### config.mk
export PLATFORM = sky130hd
export DESIGN_NAME = cdb_write_arbiter_flat
export DESIGN_NICKNAME = d
export VERILOG_FILES = /design/src/rtl/cdb_write_arbiter_pkg.sv /design/src/rtl/cdb_write_arbiter_if.sv /design/src/rtl/cdb_write_arbiter_rr_pick.sv /design/src/rtl/cdb_write_arbiter.sv /design/src/flat_wrapper.sv
export SDC_FILE = /design/constraint.sdc
export NUM_CORES = 1
export LEC_CHECK = 0
export BUFFER_PORTS_ARGS = -buffer_cell sky130_fd_sc_hd__buf_2
export CORE_AREA = 2 2 90 92
export DETAILED_ROUTE_END_ITERATION = 6
export DIE_AREA = 0 0 92 94
export GPL_TIMING_DRIVEN = 0
export PLACE_DENSITY = 0.76
export SKIP_LAST_GASP = 1
export SYNTH_ARGS = -nofsm -noshare
export SYNTH_HDL_FRONTEND = slang
export SYNTH_SLANG_ARGS = --single-unit
### constraint.sdc
create_clock -name clock -period 2.2 [get_ports clock]
set_input_delay 0.11 -clock clock [delete_from_list [all_inputs] [get_ports clock]]
set_output_delay 0.11 -clock clock [all_outputs]
set_load 0.02 [all_outputs]
### src/rtl/cdb_write_arbiter_pkg.sv
// Shared constants for the common-data-bus write arbiter: default widths,
// requester count, and the component-ID encoding used in the tag high nibble.
package cdb_write_arbiter_pkg;

  localparam int WordWidth               = 32;
  localparam int Def_RegisterSelectWidth = 4;
  localparam int ByteWidth               = 8;
  localparam int NUM_REQ_DEF             = 4;

  // Producing-component identifiers, placed in tag[7:4].
  typedef enum logic [3:0] {
    COMP_ALU = 4'd0,
    COMP_MUL = 4'd1,
    COMP_LSU = 4'd2,
    COMP_BRU = 4'd3
  } comp_id_e;

  // Tag = {component ID, entry number within that component}.
  function automatic logic [7:0] make_tag(comp_id_e comp, logic [3:0] entry);
    return {comp, entry};
  endfunction

endpackage

### src/rtl/cdb_write_arbiter_if.sv
// Write-request handshake and bus bundle between function units (master)
// and the common-data-bus arbiter (slave).
interface cdb_write_arbiter_if
  import cdb_write_arbiter_pkg::*;
#(
  parameter int NUM_REQ = NUM_REQ_DEF,
  parameter int DATA_W  = WordWidth,
  parameter int REG_W   = Def_RegisterSelectWidth,
  parameter int TAG_W   = ByteWidth
);
  logic [NUM_REQ-1:0]        in_WriteRequest;
  logic [NUM_REQ*DATA_W-1:0] in_WriteData;
  logic [NUM_REQ*REG_W-1:0]  in_WriteRegisterNumber;
  logic [NUM_REQ*TAG_W-1:0]  in_WriteComponentEntry;

  logic [NUM_REQ-1:0]        out_WriteGrant;
  logic [DATA_W-1:0]         out_WriteBus;
  logic [REG_W-1:0]          out_WriteRegisterNumber;
  logic [TAG_W-1:0]          out_WriteComponentEntry;
  logic                      out_WriteRegisterEnable;

  // Function-unit side.
  modport master (
    output in_WriteRequest, in_WriteData, in_WriteRegisterNumber, in_WriteComponentEntry,
    input  out_WriteGrant, out_WriteBus, out_WriteRegisterNumber,
           out_WriteComponentEntry, out_WriteRegisterEnable
  );

  // Arbiter side.
  modport slave (
    input  in_WriteRequest, in_WriteData, in_WriteRegisterNumber, in_WriteComponentEntry,
    output out_WriteGrant, out_WriteBus, out_WriteRegisterNumber,
           out_WriteComponentEntry, out_WriteRegisterEnable
  );
endinterface

### src/rtl/cdb_write_arbiter_rr_pick.sv
// Combinational round-robin picker: selects the first requester at or after
// the pointer, wrapping to index 0. Returns one-hot winner, its index, valid.
module cdb_rr_pick #(
  parameter int NUM_REQ = 4,
  parameter int PTR_W   = 2
) (
  input  logic [NUM_REQ-1:0] req_i,
  input  logic [PTR_W-1:0]   ptr_i,
  output logic [NUM_REQ-1:0] grant_o,
  output logic [PTR_W-1:0]   idx_o,
  output logic               valid_o
);
  // Requests at or above the pointer get first priority.
  logic [NUM_REQ-1:0] upper;

  genvar gi;
  generate
    for (gi = 0; gi < NUM_REQ; gi++) begin : g_upper
      assign upper[gi] = req_i[gi] & (ptr_i <= PTR_W'(gi));
    end
  endgenerate

  // Lowest set bit of the upper group, else lowest set bit overall (wrap).
  always_comb begin
    logic found;
    found   = 1'b0;
    grant_o = '0;
    idx_o   = '0;
    valid_o = |req_i;
    for (int i = 0; i < NUM_REQ; i++) begin
      if (!found && upper[i]) begin
        found      = 1'b1;
        grant_o[i] = 1'b1;
        idx_o      = i[PTR_W-1:0];
      end
    end
    for (int i = 0; i < NUM_REQ; i++) begin
      if (!found && req_i[i]) begin
        found      = 1'b1;
        grant_o[i] = 1'b1;
        idx_o      = i[PTR_W-1:0];
      end
    end
  end
endmodule

### src/rtl/cdb_write_arbiter.sv
// Common-data-bus write arbiter: round-robin grant among NUM_REQ function
// units, captures the granted unit's result during its grant cycle and drives
// it on the bus one cycle later with a single-cycle write enable.
// Optional build macro CDB_OCCUPANCY_CNT_EN adds a saturating 16-bit count of
// bus-busy cycles on out_BusBusyCount.
module cdb_write_arbiter
  import cdb_write_arbiter_pkg::*;
#(
  parameter int NUM_REQ = NUM_REQ_DEF,
  parameter int DATA_W  = WordWidth,
  parameter int REG_W   = Def_RegisterSelectWidth,
  parameter int TAG_W   = ByteWidth
) (
  input logic clock,
  input logic reset,
  cdb_write_arbiter_if.slave cdb
`ifdef CDB_OCCUPANCY_CNT_EN
  ,
  output logic [15:0] out_BusBusyCount
`endif
);
  localparam int PTR_W = (NUM_REQ > 1) ? $clog2(NUM_REQ) : 1;

  logic [NUM_REQ-1:0] grant_q, grant_d;
  logic [PTR_W-1:0]   ptr_q, ptr_d;
  logic [NUM_REQ-1:0] eligible, pick_grant;
  logic [PTR_W-1:0]   pick_idx;
  logic               pick_valid;

  logic               en_q, en_d;
  logic [DATA_W-1:0]  bus_q, bus_d;
  logic [REG_W-1:0]   reg_q, reg_d;
  logic [TAG_W-1:0]   tag_q, tag_d;

  // The unit currently holding the grant still has its request up; mask it so
  // it is not granted twice for one transfer.
  assign eligible = cdb.in_WriteRequest & ~grant_q;

  cdb_rr_pick #(
    .NUM_REQ (NUM_REQ),
    .PTR_W   (PTR_W)
  ) u_pick (
    .req_i   (eligible),
    .ptr_i   (ptr_q),
    .grant_o (pick_grant),
    .idx_o   (pick_idx),
    .valid_o (pick_valid)
  );

  // Per-unit slices gated by the grant, so the capture mux is a plain OR.
  logic [DATA_W-1:0] data_sel [NUM_REQ];
  logic [REG_W-1:0]  reg_sel  [NUM_REQ];
  logic [TAG_W-1:0]  tag_sel  [NUM_REQ];

  genvar gi;
  generate
    for (gi = 0; gi < NUM_REQ; gi++) begin : g_slice
      assign data_sel[gi] = cdb.in_WriteData[gi*DATA_W +: DATA_W] & {DATA_W{grant_q[gi]}};
      assign reg_sel[gi]  = cdb.in_WriteRegisterNumber[gi*REG_W +: REG_W] & {REG_W{grant_q[gi]}};
      assign tag_sel[gi]  = cdb.in_WriteComponentEntry[gi*TAG_W +: TAG_W] & {TAG_W{grant_q[gi]}};
    end
  endgenerate

  // Next grant and pointer; pointer advances past the winner, holds when idle.
  always_comb begin
    grant_d = pick_valid ? pick_grant : '0;
    ptr_d   = ptr_q;
    if (pick_valid) begin
      ptr_d = (pick_idx == PTR_W'(NUM_REQ - 1)) ? '0 : pick_idx + 1'b1;
    end
  end

  // Capture the granted slice; the bus keeps its last value when idle.
  always_comb begin
    en_d  = |grant_q;
    bus_d = bus_q;
    reg_d = reg_q;
    tag_d = tag_q;
    if (|grant_q) begin
      bus_d = '0;
      reg_d = '0;
      tag_d = '0;
      for (int i = 0; i < NUM_REQ; i++) begin
        bus_d = bus_d | data_sel[i];
        reg_d = reg_d | reg_sel[i];
        tag_d = tag_d | tag_sel[i];
      end
    end
  end

  // Arbitration and bus registers; reset discards any in-flight transfer.
  always_ff @(posedge clock or posedge reset) begin
    if (reset) begin
      grant_q <= '0;
      ptr_q   <= '0;
      en_q    <= 1'b0;
      bus_q   <= '0;
      reg_q   <= '0;
      tag_q   <= '0;
    end else begin
      grant_q <= grant_d;
      ptr_q   <= ptr_d;
      en_q    <= en_d;
      bus_q   <= bus_d;
      reg_q   <= reg_d;
      tag_q   <= tag_d;
    end
  end

  assign cdb.out_WriteGrant          = grant_q;
  assign cdb.out_WriteBus            = bus_q;
  assign cdb.out_WriteRegisterNumber = reg_q;
  assign cdb.out_WriteComponentEntry = tag_q;
  assign cdb.out_WriteRegisterEnable = en_q;

`ifdef CDB_OCCUPANCY_CNT_EN
  logic [15:0] busy_cnt_q, busy_cnt_d;

  always_comb begin
    busy_cnt_d = busy_cnt_q;
    if (en_q && (busy_cnt_q != 16'hFFFF)) begin
      busy_cnt_d = busy_cnt_q + 16'd1;
    end
  end

  // Saturating count of cycles the bus carried a write.
  always_ff @(posedge clock or posedge reset) begin
    if (reset) begin
      busy_cnt_q <= '0;
    end else begin
      busy_cnt_q <= busy_cnt_d;
    end
  end

  assign out_BusBusyCount = busy_cnt_q;
`endif

endmodule

### src/flat_wrapper.sv
// flat-port wrapper written by rule: the top's interface ports become plain ports
module cdb_write_arbiter_flat import cdb_write_arbiter_pkg::*;
#(
  parameter int NUM_REQ = NUM_REQ_DEF,
  parameter int DATA_W  = WordWidth,
  parameter int REG_W   = Def_RegisterSelectWidth,
  parameter int TAG_W   = ByteWidth
)
  (clock, reset, cdb_in_WriteRequest, cdb_in_WriteData, cdb_in_WriteRegisterNumber, cdb_in_WriteComponentEntry, cdb_out_WriteGrant, cdb_out_WriteBus, cdb_out_WriteRegisterNumber, cdb_out_WriteComponentEntry, cdb_out_WriteRegisterEnable);
  cdb_write_arbiter_if #(.NUM_REQ(NUM_REQ), .DATA_W(DATA_W), .REG_W(REG_W), .TAG_W(TAG_W)) cdb_i ();
  input logic clock;
  input logic reset;
  input wire logic [$bits(cdb_i.in_WriteRequest)-1:0] cdb_in_WriteRequest;
  input wire logic [$bits(cdb_i.in_WriteData)-1:0] cdb_in_WriteData;
  input wire logic [$bits(cdb_i.in_WriteRegisterNumber)-1:0] cdb_in_WriteRegisterNumber;
  input wire logic [$bits(cdb_i.in_WriteComponentEntry)-1:0] cdb_in_WriteComponentEntry;
  output wire logic [$bits(cdb_i.out_WriteGrant)-1:0] cdb_out_WriteGrant;
  output wire logic [$bits(cdb_i.out_WriteBus)-1:0] cdb_out_WriteBus;
  output wire logic [$bits(cdb_i.out_WriteRegisterNumber)-1:0] cdb_out_WriteRegisterNumber;
  output wire logic [$bits(cdb_i.out_WriteComponentEntry)-1:0] cdb_out_WriteComponentEntry;
  output wire logic [$bits(cdb_i.out_WriteRegisterEnable)-1:0] cdb_out_WriteRegisterEnable;
  assign cdb_i.in_WriteRequest = cdb_in_WriteRequest;
  assign cdb_i.in_WriteData = cdb_in_WriteData;
  assign cdb_i.in_WriteRegisterNumber = cdb_in_WriteRegisterNumber;
  assign cdb_i.in_WriteComponentEntry = cdb_in_WriteComponentEntry;
  assign cdb_out_WriteGrant = cdb_i.out_WriteGrant;
  assign cdb_out_WriteBus = cdb_i.out_WriteBus;
  assign cdb_out_WriteRegisterNumber = cdb_i.out_WriteRegisterNumber;
  assign cdb_out_WriteComponentEntry = cdb_i.out_WriteComponentEntry;
  assign cdb_out_WriteRegisterEnable = cdb_i.out_WriteRegisterEnable;
  cdb_write_arbiter #(.NUM_REQ(NUM_REQ), .DATA_W(DATA_W), .REG_W(REG_W), .TAG_W(TAG_W)) u_core (.clock(clock), .reset(reset), .cdb(cdb_i));
endmodule
# Word level (Yosys, flattened, before mapping)
# Index checks and enable logic that the tools add are counted.
op_classes:
  add_sub_neg: 1
  magnitude_cmp: 4
  eq_ne: 1
  muxes: 23
  bitwise_logic: 27
  reduce_logical: 16
ops:
  columns: ["op", "count"]
  rows:
  - ["$and 32x32->32", 4]
  - ["$or 32x32->32", 3]
  - ["$and 8x8->8", 4]
  - ["$or 8x8->8", 3]
  - ["$and 4x4->4", 5]
  - ["$mux 1", 15]
  - ["$mux 2", 7]
  - ["$or 4x4->4", 3]
  - ["$reduce_or 4->1", 2]
  - ["$logic_and 1x1->1", 7]
  - ["$logic_not 1->1", 7]
  - ["$and 1x1->1", 4]
  - ["$le 2x1->1 const B", 2]
  - ["$le 2x2->1 const B", 2]
  - ["$mux 4", 1]
  - ["$not 4->4", 1]
  - ["$add 2x1->2 const B", 1]
  - ["$eq 2x2->1 const B", 1]
totals:
  regBits: 51
  input_bits: 182
  output_inout_bits: 49
  wordCells: 78

# Longest topological paths before layout
# Gate-level depths: netlist of run 1.
logic_depth:
  ltp_word: 27
  mapped_depth: 6
  mapped_depth_nobuf: 3

# Cells and area by module
# Synthesis of run 1 repeated with hierarchy kept, for this count alone.
unflattened:
  cells_unflattened: 302
  hier_area_um2: 2849.0
by_module_without_submodules:
  columns: ["mod", "instances", "cells_each", "area_each_um2", "seq_area_each_um2"]
  rows:
  - ["cdb_write_arbiter", 1, 271, 2627.5, 1276.2]
  - ["cdb_rr_pick", 1, 31, 221.5, 0.0]

# Worst setup path before layout of run 1
# Ideal clock, no wire load.
synth_path:
  path_kind: "reg2reg"
  from: "register u_core.grant_q[1], in the netlist u_core.cdb.out_WriteGrant[1]"
  to: "register u_core.bus_q[0], in the netlist u_core.cdb.out_WriteBus[0]"
  setup_time_ns: 0.141
  arrival_time_ns: 1.560
  t_required_ns: 2.059
  path_slack_ns: 0.499
  path_stages_with_launch: 7
  n_path_buf: 3
  synth_period_minus_slack_ns: 1.701
  cell_sequence: "dfrtp_1 > buf_6 > or4_4 > buf_6 > clkbuf_1 > nor2_1 > a31oi_1"
synth_via:
  elab_chain_len: 4
  elab_cells_between_ends: 5
  cone_classes: "4 x bitwise; 1 x reduce/logical"
synth_rtl:
  columns: ["item", "line_no", "rtl"]
  rows:
  - ["start, declared", "cdb_write_arbiter.sv:24", "logic [NUM_REQ-1:0] grant_q, grant_d;"]
  - ["start signal, assigned", "cdb_write_arbiter.sv:101", "grant_q <= grant_d;"]
  - ["$and 32x32->32", "cdb_write_arbiter.sv:58", "assign data_sel[gi] = cdb.in_WriteData[gi*DATA_W +: DATA_W] & {DATA_W{grant_q[gi]}};"]
  - ["$or 32x32->32 (3 in series)", "cdb_write_arbiter.sv:84", "bus_d = bus_d | data_sel[i];"]
  - ["end signal, assigned", "cdb_write_arbiter.sv:104", "bus_q <= bus_d;"]
  - ["end, declared", "cdb_write_arbiter.sv:31", "logic [DATA_W-1:0] bus_q, bus_d;"]
# Parallel ways exist; a longest one is shown, timed or not.
# A chain may end at the register's enable or synchronous reset.

# Worst setup path in the final report of run 1
layout_path:
  from: "register u_core.grant_q[0], in the netlist u_core.cdb.out_WriteGrant[0]"
  to: "register u_core.reg_q[2], in the netlist u_core.cdb.out_WriteRegisterNumber[2]"
layout_via:
  elab_chain_len: 4
  elab_cells_between_ends: 5
  cone_classes: "4 x bitwise; 1 x reduce/logical"
layout_rtl:
  columns: ["item", "line_no", "rtl"]
  rows:
  - ["$and 4x4->4", "cdb_write_arbiter.sv:59", "assign reg_sel[gi] = cdb.in_WriteRegisterNumber[gi*REG_W +: REG_W] & {REG_W{grant_q[gi]}};"]
  - ["$or 4x4->4 (3 in series)", "cdb_write_arbiter.sv:85", "reg_d = reg_d | reg_sel[i];"]
  - ["end signal, assigned", "cdb_write_arbiter.sv:105", "reg_q <= reg_d;"]
  - ["end, declared", "cdb_write_arbiter.sv:32", "logic [REG_W-1:0] reg_q, reg_d;"]
# Parallel ways exist; a longest one is shown, timed or not.

==> impl_metrics.py, run 1 <==
metrics = {
    "run_status": {
        "status": "complete, no violations",
    },
    "place": {
        "dpl.cell_count": 623,
        "hpwl_mm": 8.22,
        "place.gp.congestion": 0.952,
        "placed_area_um2": 4030,
        "port_buffers": 230,
    },
    "routing": {
        "first_pass_iters": 5,
        "routed_via_density": 5.42,
        "wl_mm": 10.6,
        "drc": 0,
        "drtAntennaViolNets": 0,
        "drt_iter0_drc": 148,
        "via_count": 3414,
        "wl_per_cell_um": 16.8,
    },
    "grt": {
        "grt_pass1_vias": 3162,
        "grt_pass1_wl_mm": 15.5,
        "antenna_found_initial": 0,
        "grt_usage_pct": 22.9,
        "grt_start_max_net_pins": 28,
        "grt_remaining_overflow": 0,
    },
    "synth": {
        "async_reset_ff_share_pct": 100,
        "synth_top_cell_by_area": "dfrtp_1",
        "yosysWarnings": 0,
        "synth_top_area_share_pct": 46.7,
        "synth-edff-count": 0,
        "avgSynthCellArea_um2": 9.42,
        "yosys.cell_types.count": 23,
        "ys_seq_elements": 51,
        "seq_area_frac_synth_pct": 46.7,
        "synth_commonest_cells": "a22oi_1 (89), dfrtp_1 (51), a31oi_1 (44), nor2_1 (44), clkbuf_1 (26)",
        "synth_most_common_cell": "a22oi_1",
        "syn_inst": 290,
        "synth_top_cells_by_area": "dfrtp_1 (47%), a22oi_1 (24%), a31oi_1 (10%)",
        "ys.flop_type": "dfrtp_1",
        "synth_area_um2": 2730,
        "syn-num-nets": 472,
    },
    "power_and_ir_drop": {
        "combPwrFrac_pct": 64.3,
        "p_sw_mw": 3.09,
        "p_sw_share_pct": 49.6,
        "leakage_nw": 2.00,
        "seqPwrFrac_pct": 27.8,
        "clkPwrFrac_pct": 7.9,
        "p_int_mw": 3.13,
        "power_density_nw_per_um2": 1510,
        "peakVddDrop_mv": 0.703,
    },
    "setup_path": {
        "startpoint_type": "flip-flop",
        "crit_required_ns": 2.41,
        "crit_type": "flip-flop to flip-flop",
        "slowest_stage": "clkbuf_1",
        "cpPeakStageDelay_ns": 0.55,
        "timing.rr.start": "u_core.cdb.out_WriteGrant[0]$_DFF_PP0_",
        "crit_path_frequent_cell": "clkbuf_1",
        "crit_fanout": 10,
        "cp_top_family": "buffers and inverters",
        "end_kind": "flip-flop",
        "worst-path-buf-inv": 2,
        "startpoint": "u_core.cdb.out_WriteGrant[0]$_DFF_PP0_",
        "reg2regPathDepth": 4,
        "cp_cell_sequence": "clkbuf_1 > clkbuf_1 > a22oi_1 > a31oi_1",
        "crit_cells": 4,
        "crit_arrival_ns": 2.12,
    },
    "sta": {
        "tns_ns": 0,
        "rsz0062_at_grt": "false",
        "final_max_slew_viol_count": 0,
        "fin_crit_sh_pct": 87.1,
        "final_hold_viol_count": 0,
        "whs_ns": 0.127,
        "period_minus_slack_ns": 1.92,
        "worst_pin_slew_ns": 0.628,
        "skew_ns": 0.00819,
        "setup_viol": 0,
        "max_freq_ghz": 0.522,
        "slew-limit-headroom_pct": 58.1,
    },
    "clocking": {
        "clock-sinks": 51,
        "numCtsBuffers": 5,
        "cts_resized": 0,
        "path_clk_slew_ns": 0.09,
        "cts_tree": "done",
        "insertion_delay_ns": 0.29,
        "cts_max_path_buffers": 2,
        "root_buffer": "clkbuf_8",
        "htree_num_levels": 2,
    },
    "floorplanning": {
        "die_x_um": 92,
        "start_util_pct": 35.9,
        "num_rows": 32,
        "dieArea_um2": 8650,
        "fp.dieH_um": 94,
        "pin_count": 231,
        "core-area_um2": 7610,
    },
    "finish": {
        "syn2layout_area_growth_pct": 50.6,
        "antennaDiodeCount": 0,
        "final_util_pct": 54.1,
        "final_cell_area_um2": 4110,
        "layout.cells.non_filler": 630,
        "fin_nets": 711,
        "drive_gt1_share_pct": 46.2,
    },
    "flow_run": {
        "maxCapViolations": 0,
    },
    "min_path": {
        "min_path_cells": 3,
        "min_from": "cdb_in_WriteData[74]",
        "worst_hold_path_type": "input port to flip-flop",
    },
}
## worst reg2reg max path: stages (launching register included)
cell and delay [ns]:
dfrtp_1 0.39, clkbuf_1 0.45, clkbuf_1 0.55, a22oi_1 0.20
a31oi_1 0.24
## stage by stage
| step | setup slack [ns] | total power [mW] |
|---|---|---|
| CTS | 0.306 | 6.27 |
| floorplan | 0.499 | 4.38 |
| detailed placement | 0.317 | 5.77 |
| global route | 0.189 | 6.68 |
| finish | 0.284 | 6.22 |
| global placement | 0.218 | 5.66 |
## final cells by class
cell class                      instances  area [µm²]
Timing Repair Buffer                  232        1180
Clock buffer                            6        72.6
Inverter                                2        7.51
Sequential cell                        51        1280
Multi-Input combinational cell        206        1300
Fill cell                             734        3490
Buffer                                 31         148
Tap cell                              102         128
## cell families (layout without fill, tap and decap cells)
logic type,after synthesis,in the layout,share of synthesized area [%]
compound gates,147,147,38.2
buf+inv,33,271,5.68
flops,51,51,46.7
simple gates,59,59,9.44
## sequential cells by signal, indices dropped and copies added, names as in the netlist
| signal | cells |
|---|---|
| u_core.cdb.out_WriteBus | 32 |
| u_core.cdb.out_WriteComponentEntry | 8 |
| u_core.cdb.out_WriteGrant | 4 |
| u_core.cdb.out_WriteRegisterEnable | 1 |
| u_core.cdb.out_WriteRegisterNumber | 4 |
| u_core.ptr_q | 2 |
## cells in the final DEF, fill, tap and decap left out, types with 3 or more instances in the layout
cell type,n
a211oi_1,3
nand2b_1,4
nor2b_1,3
clkbuf_1,27
buf_6,4
clkbuf_8,5
a31oi_1,44
nand2_1,3
buf_2,231
dfrtp_1,51
nor2_1,44
o21ai_0,4
a22oi_1,89
## routing by layer
layer	vias to the layer above	share of wire (%)	GRT usage (%)
met3	12	8.4	4.90
li1	1615	-	-
met1	1594	40	26.7
met4	0	1.4	5.97
met5	-	0	0
met2	193	50	42.5
## timing repair
item                                    CTS  global route
hold endpoints to repair                 26             0
setup buffers                             0             0
endpoints found under the setup margin    0             0
hold buffers                              1             0
## power groups by stage
stage / clock network [mW] / registers [mW] / logic [mW]
after floorplan: 0 / 2.30 / 2.07
after global placement: 0 / 1.72 / 3.94
after detailed placement: 0 / 1.74 / 4.03
after CTS: 0.506 / 1.72 / 4.04
after global routing: 0.541 / 1.78 / 4.36
final: 0.493 / 1.73 / 4.00
## worst paths after layout
kind / endpoint / slack, ns
setup / recovery: u_core.cdb.out_WriteRegisterNumber[2]$_DFFE_PP0P_ / 0.28
hold / removal: u_core.cdb.out_WriteBus[10]$_DFFE_PP0P_ / 0.13
setup reg to reg: u_core.cdb.out_WriteRegisterNumber[2]$_DFFE_PP0P_ / 0.28
hold reg to reg: u_core.cdb.out_WriteBus[30]$_DFFE_PP0P_ / 0.55
max in group asynchronous: u_core.cdb.out_WriteBus[30]$_DFFE_PP0P_ / 1.24
min in group asynchronous: u_core.cdb.out_WriteBus[5]$_DFFE_PP0P_ / 0.43
Power figures use the tool's default switching activity.
==> run 2, diff against run 1 <==
--- a/config.mk
+++ b/config.mk
@@ -5,12 +5,13 @@
 export SDC_FILE = /design/constraint.sdc
 export NUM_CORES = 1
 export LEC_CHECK = 0
+export ABC_AREA = 1
 export BUFFER_PORTS_ARGS = -buffer_cell sky130_fd_sc_hd__buf_2
-export CORE_AREA = 2 2 90 92
+export CORE_MARGIN = 2
+export CORE_UTILIZATION = 39
 export DETAILED_ROUTE_END_ITERATION = 6
-export DIE_AREA = 0 0 92 94
 export GPL_TIMING_DRIVEN = 0
-export PLACE_DENSITY = 0.76
+export PLACE_DENSITY = 0.8
 export SKIP_LAST_GASP = 1
 export SYNTH_ARGS = -nofsm -noshare
 export SYNTH_HDL_FRONTEND = slang
==> run 2 against run 1 <==
Synthesized cell count up 34%. Maximum frequency up 18%. Sequential power about the same. Highest routed layer unchanged. Power down 1.2%. Setup slack better by 0.29 ns. Area after synthesis up 4.7%. Largest cell class is now multi-input gates. Register-to-register slack better by 0.29 ns. Utilization up 5.8 points. Clock power up 55%. Critical path type unchanged.
==> impl_metrics.py, run 2 <==
metrics = {
    "synth": {
        "avgSynthCellArea_um2": 7.37,
        "synth_most_common_cell": "nand2_1",
        "ys_seq_elements": 51,
        "syn-num-nets": 570,
        "synth_compound_area_share_pct": 14.1,
        "muxShareOfSynthArea_pct": 0,
        "syn_inst": 388,
        "synth_commonest_cells": "nand2_1 (223), dfrtp_1 (51), a221oi_1 (44), inv_1 (14), clkbuf_1 (12)",
        "synth_area_um2": 2860,
        "yosys.cell_types.count": 18,
        "ys.flop_type": "dfrtp_1",
        "synth_top_cell_by_area": "dfrtp_1",
        "synth_top_family_by_area": "simple AND/OR/NAND/NOR gates",
        "async_reset_ff_share_pct": 100,
        "synth-edff-count": 0,
        "yosys.area_share.simple_pct": 34.6,
        "synth_top_area_share_pct": 44.6,
        "yosysWarnings": 0,
        "seq_area_frac_synth_pct": 44.6,
        "synth_top_cells_by_area": "dfrtp_1 (45%), nand2_1 (29%), a221oi_1 (13%)",
        "synthXorXnorAreaFrac_pct": 0,
        "synth_fa_ha_area_share_pct": 0,
    },
    "sta": {
        "rsz0062_at_grt": "false",
        "whs_ns": 0.0190,
        "skew_ns": 0.00803,
        "setup_viol": 0,
        "slew-limit-headroom_pct": 55.1,
        "setup_slack_ns": 0.575,
        "period_minus_slack_ns": 1.62,
        "worst_pin_slew_ns": 0.669,
        "fin_crit_sh_pct": 73.9,
        "final_max_slew_viol_count": 0,
        "final_hold_viol_count": 0,
        "tns_ns": 0,
        "max_freq_ghz": 0.615,
    },
    "setup_path": {
        "slowest_stage": "nor4_4",
        "crit_arrival_ns": 1.87,
        "worst-path-buf-inv": 2,
        "startpoint_type": "flip-flop",
        "cp_top_family": "simple AND/OR/NAND/NOR gates",
        "crit_type": "flip-flop to flip-flop",
        "crit_required_ns": 2.44,
        "cp_cell_sequence": "buf_6 > nor4_4 > buf_6 > nand2_2 > nand2_1",
        "crit_fanout": 10,
        "crit_path_frequent_cell": "buf_6",
        "end_kind": "flip-flop",
        "cpPeakStageDelay_ns": 0.62,
    },
    "clocking": {
        "numCtsBuffers": 5,
        "insertion_delay_ns": 0.30,
        "cts_max_path_buffers": 2,
        "htree_num_levels": 2,
        "root_buffer": "clkbuf_8",
        "cts_tree": "done",
        "clock-sinks": 51,
        "path_clk_slew_ns": 0.09,
    },
    "floorplanning": {
        "fp.dieH_um": 89.6,
        "start_util_pct": 39.8,
        "die_x_um": 89.6,
        "core-area_um2": 7180,
        "dieArea_um2": 8030,
        "pin_count": 231,
        "num_rows": 31,
    },
    "finish": {
        "syn2layout_area_growth_pct": 50.3,
        "final_cell_mix": "buf_2 (233), nand2_1 (223), dfrtp_1 (51)",
        "layout.cells.non_filler": 727,
        "drive_gt1_share_pct": 41.2,
        "fin_nets": 809,
        "antennaDiodeCount": 0,
        "fillCellCount": 687,
        "largest_register_ff_count": 32,
        "layout_commonest_cell": "buf_2",
    },
    "routing": {
        "first_pass_iters": 4,
        "drtAntennaViolNets": 0,
        "via_count": 3482,
        "wl_mm": 9.51,
        "drc": 0,
        "drt_iter0_drc": 96,
        "routed_via_density": 4.79,
        "wl_per_cell_um": 13.1,
    },
    "power_and_ir_drop": {
        "power_density_nw_per_um2": 1430,
        "peakVddDrop_mv": 0.521,
        "leakage_nw": 2.50,
    },
    "grt": {
        "antenna_found_initial": 0,
        "grt_usage_pct": 22.3,
        "grt_pass1_wl_mm": 14.2,
        "grt_remaining_overflow": 0,
        "grt_pass1_vias": 3166,
        "grt_start_max_net_pins": 28,
    },
    "run_status": {
        "status": "complete, no violations",
    },
    "flow_run": {
        "maxCapViolations": 0,
    },
    "place": {
        "hpwl_mm": 7.54,
        "pre_cts_ws_ns": 0.587,
        "port_buffers": 230,
        "place.gp.congestion": 0.817,
        "dpl.cell_count": 718,
    },
    "min_path": {
        "worst_hold_path_type": "input port to flip-flop",
    },
}
[run 2: changes by cell type in the layout (fill, tap and decap cells not counted), sizes merged, moves of 4 or more]
cell and delta:
nand2b -4, a22oi -89, a31oi -44, nor2 -34, a221oi +43, inv +14
buf +7, clkbuf -14, nand2 +229
[run 2: cell families (layout without fill, tap and decap cells)]
| kind of cell | after synthesis | after routing |
|---|---|---|
| AO/OA/AOI/OAI | 47 | 47 |
| buffers and inverters | 40 | 280 |
| AND/OR/NAND/NOR | 250 | 250 |
| flip-flops | 51 | 51 |
[run 2: per-layer routing]
layer	wire length, µm	vias to the layer above	share of wire (%)	global-route usage (%)
met4	141	0	1.5	5.83
met2	4850	153	51	39.4
met1	3880	1561	41	28.3
met5	0	-	0	0
li1	-	1753	-	-
met3	645	15	6.8	4.02
[run 2: report_power, final]
part / switching, mW / internal [mW] / total (mW)
Combinational: 2.34 / 1.33 / 3.67
Clock: 0.308 / 0.455 / 0.763
Sequential: 0.265 / 1.45 / 1.71
Total: 2.92 / 3.23 / 6.15
[run 2: per-stage QoR]
stage | area (µm²) | utilization, % | total power, mW
final | 4300 | 59.9 | 6.15
after global routing | 4300 | 59.9 | 6.69
after CTS | 4300 | 59.9 | 6.21
after detailed placement | 4150 | 57.9 | 5.43
after global placement | 4130 | 57.6 | 5.35
after floorplan | 2860 | - | 4.23
[run 2: final timing paths]
| check | from | to | slack (ns) | depth (start not counted) |
|---|---|---|---|---|
| max | u_core.cdb.out_WriteGrant[1]$_DFF_PP0_ | u_core.cdb.out_WriteBus[19]$_DFFE_PP0P_ | 0.58 | 5 |
| min | cdb_in_WriteData[46] | u_core.cdb.out_WriteBus[14]$_DFFE_PP0P_ | 0.02 | 3 |
| max reg2reg | u_core.cdb.out_WriteGrant[1]$_DFF_PP0_ | u_core.cdb.out_WriteBus[19]$_DFFE_PP0P_ | 0.58 | 5 |
| min reg2reg | u_core.cdb.out_WriteBus[23]$_DFFE_PP0P_ | u_core.cdb.out_WriteBus[23]$_DFFE_PP0P_ | 0.48 | 2 |
| max in group asynchronous | reset | u_core.cdb.out_WriteBus[10]$_DFFE_PP0P_ | 1.25 | 4 |
| min in group asynchronous | reset | u_core.cdb.out_WriteBus[29]$_DFFE_PP0P_ | 0.41 | 3 |
[run 2: cell type report]
class	instances	area (µm²)	share of cell area, %
buffer	24	131	3.06
clock buffer	6	72.6	1.69
clock inverter	2	60.1	1.40
timing repair buffer	232	1180	27.5
inverter	16	60.1	1.40
sequential	51	1280	29.7
multi-input combinational	297	1390	32.4
tap	99	124	2.88
[run 2: repair_timing]
action / 4_1_cts / 5_1_grt
resized for setup: 0 / 0
endpoints found under the hold margin: 26 / 0
setup buffers: 0 / 0
hold buffers: 1 / 0
[run 2: worst min-delay path, delay by kind of cell]
kind / cells / cell delay, ns
buf+inv: 1 / 0.07
compound gates: 1 / 0.06
simple gates: 1 / 0.05
==> run 3, diff against run 2 <==
==> constraint.sdc (replaced) <==
create_clock -name clock -period 1.6 [get_ports clock]
set_input_delay 0.08 -clock clock [delete_from_list [all_inputs] [get_ports clock]]
set_output_delay 0.08 -clock clock [all_outputs]
set_load 0.02 [all_outputs]
==> run 3 against run 2 <==
The run now ends with hold timing left. Final cell count is 6.3% higher. Clock-buffer cell count is the same. Global-route usage increased by 2.0 points. Critical path depth fell by 1. Register-to-register slack got worse by 0.47 ns. First-iteration DRC count up 13%. Utilization up 6.6 points. Setup slack worse by 0.47 ns. Clock skew up 0.00091 ns. Non-clock buffer count rose by 46. Wire length grew 10%. Power increased by 42%. Critical path type unchanged.
==> impl_metrics.py, run 3 (synthesis results as in run 2) <==
metrics = {
    "run_status": {
        "status": "finished, violations left",
        "violations": "hold timing",
    },
    "place": {
        "hpwl_mm": 7.54,
        "placed_area_um2": 4150,
        "port_buffers": 230,
        "place.gp.congestion": 0.817,
        "dpl.cell_count": 718,
        "pre_cts_ws_ns": -0.0125,
    },
    "setup_path": {
        "startpoint_type": "flip-flop",
        "cp_top_family": "buffers and inverters",
        "crit_type": "flip-flop to flip-flop",
        "end_kind": "flip-flop",
        "cpPeakStageDelay_ns": 0.43,
        "crit_fanout": 10,
        "worst-path-buf-inv": 2,
        "crit_arrival_ns": 1.68,
        "crit_required_ns": 1.79,
        "slowest_stage": "dfrtp_1",
        "cp_cell_sequence": "buf_2 > clkbuf_1 > a221oi_2 > nand2_1",
    },
    "floorplanning": {
        "dieArea_um2": 8030,
        "fp.dieH_um": 89.6,
        "core-area_um2": 7180,
        "start_util_pct": 39.8,
        "num_rows": 31,
        "die_x_um": 89.6,
        "pin_count": 231,
    },
    "grt": {
        "grt_start_max_net_pins": 28,
        "grt_usage_pct": 24.3,
        "grt_remaining_overflow": 0,
        "grt_pass1_vias": 3423,
        "grt_pass1_wl_mm": 15.3,
        "antenna_found_initial": 0,
    },
    "finish": {
        "multi_input_area_um2": 1400,
        "final_cell_area_um2": 4770,
        "drive_gt1_share_pct": 40.1,
        "antennaDiodeCount": 0,
        "final_util_pct": 66.5,
        "seq_area_um2": 1280,
        "layout.cells.non_filler": 773,
        "largest_register_ff_count": 32,
        "final_cell_mix": "buf_2 (234), nand2_1 (223), dfrtp_1 (51)",
        "layout_commonest_cell": "buf_2",
        "syn2layout_area_growth_pct": 66.8,
        "fin_nets": 855,
        "fillCellCount": 622,
    },
    "power_and_ir_drop": {
        "combPwrFrac_pct": 60.8,
        "finalPower_mw": 8.71,
        "power_density_nw_per_um2": 1830,
        "peakVddDrop_mv": 0.739,
        "p_sw_mw": 4.10,
        "seqPwrFrac_pct": 27.1,
        "p_sw_share_pct": 47.0,
        "p_int_mw": 4.61,
        "clkPwrFrac_pct": 12.1,
        "leakage_nw": 2.72,
    },
    "sta": {
        "rsz0062_at_grt": "true",
        "final_hold_viol_count": 1,
        "tns_ns": 0,
        "period_minus_slack_ns": 1.50,
        "slew-limit-headroom_pct": 60.5,
        "setup_slack_ns": 0.101,
        "worst_pin_slew_ns": 0.592,
        "final_max_slew_viol_count": 0,
        "max_freq_ghz": 0.667,
        "skew_ns": 0.00894,
        "setup_viol": 0,
        "whs_ns": -0.00118,
        "fin_crit_sh_pct": 93.7,
    },
    "routing": {
        "drt_iter0_drc": 108,
        "drtAntennaViolNets": 0,
        "routed_via_density": 4.83,
        "drc": 0,
        "wl_per_cell_um": 13.6,
        "wl_mm": 10.5,
        "first_pass_iters": 5,
        "via_count": 3736,
    },
    "clocking": {
        "root_buffer": "clkbuf_8",
        "cts_tree": "done",
        "htree_num_levels": 2,
        "path_clk_slew_ns": 0.10,
        "cts_max_path_buffers": 2,
        "numCtsBuffers": 5,
        "clock-sinks": 51,
        "insertion_delay_ns": 0.30,
    },
    "flow_run": {
        "maxCapViolations": 0,
    },
    "min_path": {
        "worst_hold_path_type": "input port to flip-flop",
    },
}
[run 3: cell count changes in the layout (fill, tap and decap cells not counted), sizes merged]
cell and delta:
clkbuf +3, dlygate4sd3 +43
[run 3: power groups by stage]
| stage | combinational (mW) | clock [mW] | sequential (mW) |
|---|---|---|---|
| after floorplan | 2.64 | 0 | 3.17 |
| after global placement | 5.01 | 0 | 2.35 |
| after detailed placement | 5.09 | 0 | 2.38 |
| after CTS | 5.18 | 1.08 | 2.35 |
| after global routing | 5.86 | 1.13 | 2.44 |
| final | 5.29 | 1.05 | 2.36 |
[run 3: layout make-up]
cell class,count,area share [%]
flip-flops and latches,51,26.8
well taps,99,2.60
clock buffers,6,1.52
clock inverters,2,1.26
multi-input cells,297,29.4
inverters,16,1.26
repair buffers,278,34.3
plain buffers,24,2.91
[run 3: path summary, 6_finish.rpt]
| path | start | to | cells past startpoint | slack, ns |
|---|---|---|---|---|
| max | u_core.cdb.out_WriteGrant[0]$_DFF_PP0_ | u_core.cdb.out_WriteComponentEntry[1]$_DFFE_PP0P_ | 4 | 0.10 |
| max reg2reg | u_core.cdb.out_WriteGrant[0]$_DFF_PP0_ | u_core.cdb.out_WriteComponentEntry[1]$_DFFE_PP0P_ | 4 | 0.10 |
| min reg2reg | u_core.cdb.out_WriteBus[23]$_DFFE_PP0P_ | u_core.cdb.out_WriteBus[23]$_DFFE_PP0P_ | 2 | 0.48 |
| max in group asynchronous | reset | u_core.cdb.out_WriteBus[24]$_DFFE_PP0P_ | 4 | 0.67 |
| min in group asynchronous | reset | u_core.cdb.out_WriteBus[29]$_DFFE_PP0P_ | 3 | 0.38 |
| min | cdb_in_WriteRegisterNumber[5] | u_core.cdb.out_WriteRegisterNumber[1]$_DFFE_PP0P_ | 3 | -0.001 |
[run 3: what timing repair did]
action / CTS / global route
endpoints found under the hold margin: 50 / 4
pin swaps: 1 / 1
setup endpoints to repair: 24 / 42
gates resized for setup: 1 / 9
hold buffers: 39 / 5
buffers inserted: 0 / 3
[run 3: tightest hold or removal path, cell delays in order]
cell,delay (ns)
buf_2,0.08
a221oi_1,0.06
nand2_1,0.05
[run 3: metal layers]
layer,vias up,share of wire (%),track usage (%)
met1,1700,39,29.2
met5,-,0,0
met4,0,2.3,7.46
met3,25,5.9,4.20
li1,1843,-,-
met2,168,52,44.1
